`config.mk`:
```
export PLATFORM = sky130hd
export DESIGN_NAME = reg_bank_wb
export DESIGN_NICKNAME = d
export VERILOG_FILES = /design/src/rtl/reg_bank_wb_pkg.sv /design/src/rtl/reg_bank_wb_wr_decoder.sv /design/src/rtl/reg_bank_wb.sv
export SDC_FILE = /design/constraint.sdc
export NUM_CORES = 2
export LEC_CHECK = 0
export CORE_ASPECT_RATIO = 2
export CORE_UTILIZATION = 35
export DETAILED_ROUTE_END_ITERATION = 7
export GPL_ROUTABILITY_DRIVEN = 0
export PLACE_DENSITY = 0.6
export SLEW_MARGIN = 5
export SYNTH_ARGS = -nofsm -noshare
export SYNTH_HDL_FRONTEND = slang
export SYNTH_SLANG_ARGS = --single-unit
```
`constraint.sdc`:
```
create_clock -name clk -period 2.8 [get_ports clk]
set_input_delay 0.56 -clock clk [delete_from_list [all_inputs] [get_ports clk]]
set_output_delay 0.56 -clock clk [all_outputs]
set_load 0.02 [all_outputs]
```
`src/rtl/reg_bank_wb_pkg.sv`:
```
// rtl/reg_bank_wb_pkg.sv - shared CPU constants and register index type
package reg_bank_wb_pkg;

  typedef logic [4:0] reg_idx_t;

  localparam reg_idx_t    REG_ZERO     = 5'd0;
  localparam reg_idx_t    REG_SP       = 5'd29;
  // Also the selector-0 word of the memory-to-register mux; keep them identical.
  localparam logic [31:0] SP_RESET_VAL = 32'h000000E3;

endpackage

```
`src/rtl/reg_bank_wb_wr_decoder.sv`:
```
// rtl/reg_bank_wb_wr_decoder.sv - one-hot write-enable decoder for the register bank
module reg_wr_decoder
  import reg_bank_wb_pkg::*;
#(
  parameter int ADDR_W = 5,
  parameter int NREGS  = 2 ** ADDR_W
) (
  input  logic              reg_write,
  input  logic [ADDR_W-1:0] write_reg,
  output logic [NREGS-1:0]  wr_en
);

  always_comb begin
    wr_en = '0;
    if (reg_write && (write_reg != ADDR_W'(REG_ZERO))) begin
      wr_en[write_reg] = 1'b1;
    end
    wr_en[0] = 1'b0;
  end

endmodule

```
`src/rtl/reg_bank_wb.sv`:
```
// rtl/reg_bank_wb.sv - 32x32 write-back register bank with registered dual read ports
// Optional same-edge write-to-read forwarding: REG_BANK_BYPASS_EN
module reg_bank_wb
  import reg_bank_wb_pkg::*;
#(
  parameter int                 DATA_W   = 32,
  parameter int                 ADDR_W   = 5,
  parameter int                 SP_IDX   = int'(REG_SP),
  parameter logic [DATA_W-1:0]  SP_RESET = DATA_W'(SP_RESET_VAL)
) (
  input  logic              clk,
  input  logic              reset,
  input  logic              reg_write,
  input  logic [ADDR_W-1:0] write_reg,
  input  logic [DATA_W-1:0] write_data,
  input  logic [ADDR_W-1:0] read_reg_1,
  input  logic [ADDR_W-1:0] read_reg_2,
  output logic [DATA_W-1:0] read_data_1,
  output logic [DATA_W-1:0] read_data_2,
  output logic [15:0]       wb_count
);

  localparam int NREGS = 2 ** ADDR_W;

  logic [DATA_W-1:0] regs_q [NREGS];
  logic [DATA_W-1:0] rd1_q, rd1_d;
  logic [DATA_W-1:0] rd2_q, rd2_d;
  logic [15:0]       cnt_q, cnt_d;
  logic [NREGS-1:0]  wr_en;

  reg_wr_decoder #(
    .ADDR_W (ADDR_W),
    .NREGS  (NREGS)
  ) u_dec (
    .reg_write (reg_write),
    .write_reg (write_reg),
    .wr_en     (wr_en)
  );

  // wr_en[0] is never set, so index 0 is never forwarded.
  always_comb begin
    rd1_d = (read_reg_1 == ADDR_W'(REG_ZERO)) ? '0 : regs_q[read_reg_1];
    rd2_d = (read_reg_2 == ADDR_W'(REG_ZERO)) ? '0 : regs_q[read_reg_2];
`ifdef REG_BANK_BYPASS_EN
    if (wr_en[read_reg_1]) rd1_d = write_data;
    if (wr_en[read_reg_2]) rd2_d = write_data;
`else
`endif
    cnt_d = cnt_q + 16'(|wr_en);
  end

  always_ff @(posedge clk) begin
    if (reset) begin
      for (int i = 0; i < NREGS; i++) begin
        regs_q[i] <= (i == SP_IDX) ? SP_RESET : '0;
      end
      rd1_q <= '0;
      rd2_q <= '0;
      cnt_q <= '0;
    end else begin
      for (int i = 0; i < NREGS; i++) begin
        if (wr_en[i]) regs_q[i] <= write_data;
      end
      rd1_q <= rd1_d;
      rd2_q <= rd2_d;
      cnt_q <= cnt_d;
    end
  end

  assign read_data_1 = rd1_q;
  assign read_data_2 = rd2_q;
  assign wb_count    = cnt_q;

endmodule

```
==> results.json <==
{
  "cp-start-kind": "flip-flop",
  "slew_viol_final": 0,
  "holdCritStartpoint": "reset",
  "min_period_ns": 2.396,
  "crit_path_cell_trace": "clkdlybuf4s50_1",
  "cp_slowest_cell": "clkdlybuf4s50_1",
  "worst_pin_slew_ns": 1.020,
  "die_h_microns": 543.0,
  "reg2reg_depth": 6,
  "rsz0062_at_grt": "no",
  "worst-setup-path-type": "reg2out",
  "n_fill_cell": 13090,
  "hp-class": "in2reg",
  "syn_inst": 3503,
  "drive_above_1_share_pct": 23.28,
  "ys_ff_latch": 1072,
  "power_frac_seq_pct": 50.6,
  "utilization_pct": 41.90,
  "final_hold_viol_count": 0,
  "detail-route-antenna-nets": 0,
  "fmax_mhz": 417.4,
  "ys.warnings.count": 0,
  "worstSetupEndpointType": "output port",
  "sw_frac_of_total_pct": 24.33,
  "timing.final.ws_setup_ns": 0.4040,
  "hold_depth": 3,
  "synthMuxAreaShare_pct": 21.20,
  "clkSinkCount": 1072,
  "critical_path_arrival_ns": 1.84,
  "synth_xor_area_share_pct": 0.2565,
  "combPwrFrac_pct": 12.9,
  "clkPwrFrac_pct": 36.4,
  "synth_ff_type": "edfxtp_1",
  "crit_family": "buffers and inverters",
  "crit_buf_inv": 1,
  "ys_types": 52,
  "die_w_microns": 272.5,
  "avgSynthCellArea_sq_um": 14.62,
  "cts_buffer_depth": 3,
  "antenna_found_initial": 2,
  "path_max_fanout": 1,
  "power_density_nw_per_um2": 623.6,
  "synth_nets": 3555,
  "post-cts-setup-buffer-count": 0,
  "worstPathRequired_ns": 2.24,
  "initial_core_util_pct": 35.22,
  "cts_resized": 0,
  "drtPass1Iterations": 5,
  "gr-total-overflow": 0,
  "grt_pass1_wl_microns": 233600,
  "track_usage_pct": 21.69,
  "syn2layout_area_growth_pct": 18.96,
  "synth_area_sq_um": 51220,
  "dp_cells": 5553,
  "htree_levels": 3,
  "synth_top_area_cell": "edfxtp_1",
  "synth.most_common_cell": "edfxtp_1",
  "wl_per_cell_microns": 28.28,
  "core_area_sq_um": 145400,
  "vias": 33240,
  "synth-edff-count": 992,
  "synth_top_area_share_pct": 58.15,
  "synth_top_family_by_area": "multiplexers",
  "r2r-start": "regs_q[5][5]$_SDFFCE_PN0P_",
  "ios": 130,
  "grt_max_degree": 72,
  "cts_hold_buffers": 0,
  "synth_compound_area_share_pct": 7.150,
  "dieArea_sq_um": 148000,
  "clk_pin_slew_ns": 0.07,
  "drt_iter0_drc": 3373,
  "path_depth": 1,
  "yosys-top-cells-area": "edfxtp_1 58%, mux4_2 13%, mux2i_1 7.0%",
  "ys_async_sr_fraction_pct": 0,
  "synthSimpleGateAreaFrac_pct": 6.659,
  "switching_power_uw": 9244,
  "synthTopCellsByCount": "992 x edfxtp_1, 609 x nor2_1, 358 x mux2i_1, 303 x mux4_2, 178 x clkbuf_1",
  "drv_cap": 0,
  "cts_buffers": 98,
  "startpoint": "read_data_2[19]$_SDFF_PP0_",
  "p_leak_uw": 0.02162,
  "synthAdderAreaFrac_pct": 0.04885,
  "final_cells": 5737,
  "cts_tree": "done",
  "setup_viol_count_final": 0,
  "status": "finished clean",
  "fin_skew_ns": 0.02540,
  "worstSkewPairLatency_ns": 0.69,
  "report.power.total_uw": 38000,
  "grt_pass1_vias": 34520,
  "vias_per_cell": 5.793,
  "hpwlAfterDp_microns": 114700,
  "nets": 3805,
  "port_buffers": 129,
  "routed_wl_microns": 162300,
  "crit_path_max_incr_delay_ns": 0.69,
  "post-route-drc-count": 0,
  "internal_power_uw": 28750,
  "synth_seq_area_share_pct": 61.28,
  "slew_headroom_pct": 30.22,
  "finalCritPeriodShare_pct": 85.57,
  "clockRootBuffer": "clkbuf_16",
  "peakVddDrop_mv": 0.4043,
  "post-place-ws_ns": -0.2179,
  "rows": 198
}
-- power groups by stage --
stage | Combinational [uW] | Clock, uW | Sequential (uW)
after global routing | 5150 | 14500 | 19300
after detailed placement | 4910 | 0 | 19600
final | 4910 | 13800 | 19200
after global placement | 4880 | 0 | 19500
after CTS | 4920 | 14000 | 19200
after floorplan | 2690 | 0 | 19500
-- layer usage --
metal / GRT usage, % / vias to the layer above / routed length, microns
met5: 0 / - / 8
met2: 39.90 / 1491 / 86240
met4: 8.741 / 2 / 6295
met1: 25.43 / 17280 / 60000
met3: 2.408 / 349 / 9728
li1: - / 14110 / -
-- layout by cell type (no fill, tap or decap), types with 31 or more instances in the layout --
master           instances
clkdlybuf4s50_1        120
nor2_1                 605
mux2i_1                358
clkbuf_16              103
edfxtp_1               992
dfxtp_1                 80
a22o_1                  57
o21ai_0                 95
nand2b_1                65
o22ai_1                113
mux4_2                 303
nand3_1                 34
buf_12                 123
mux2_2                  31
clkbuf_1                31
inv_1                   60
a22oi_1                 94
buf_4                  235
-- tightest hold or removal path, delay by kind of cell --
family,cells,cell delay [ns]
AND/OR/NAND/NOR,1,0.13
buffers and inverters,2,0.39
-- registers in the layout (all words and copies together) (netlist names) --
register / count
read_data_1: 32
read_data_2: 32
regs_q: 992
wb_count: 16
-- worst paths after layout --
path                                    end  slack (ns)
hold / removal       wb_count[1]$_SDFF_PP0_        0.52
hold reg to reg     wb_count[15]$_SDFF_PP0_        0.54
setup / recovery            read_data_2[19]        0.40
setup reg to reg  read_data_2[5]$_SDFF_PP0_        0.64
-- cell families after synthesis --
group	after synthesis
AND/OR/NAND/NOR	803
XOR/XNOR	15
flip-flops	1072
AO/OA/AOI/OAI	514
multiplexers	701
adder cells (fa/ha/maj)	2
buffers and inverters	396
-- cell type report --
cell class	instances	area, sq um	share of cell area (%)
diodes	1	2.502	0.004107
clock buffers	139	2763	4.534
clock inverters	44	491.7	0.8069
inverters	61	229.0	0.3757
multi-input cells	2035	18180	29.83
flip-flops and latches	1072	31390	51.51
well taps	1900	2377	3.901
repair buffers	485	5508	9.038
-- through the flow --
| stage | area, sq um | TNS (ns) | hold WS, ns |
|---|---|---|---|
| after global routing | 60940 | 0 | 0.5087 |
| after floorplan | 51220 | 0 | 0.6174 |
| after CTS | 60930 | 0 | 0.4656 |
| after global placement | 57680 | -0.4410 | 0.5422 |
| final | 60940 | 0 | 0.5187 |
| after detailed placement | 57680 | -0.2943 | 0.5240 |
No activity file was read; power rests on OpenSTA's default activity.
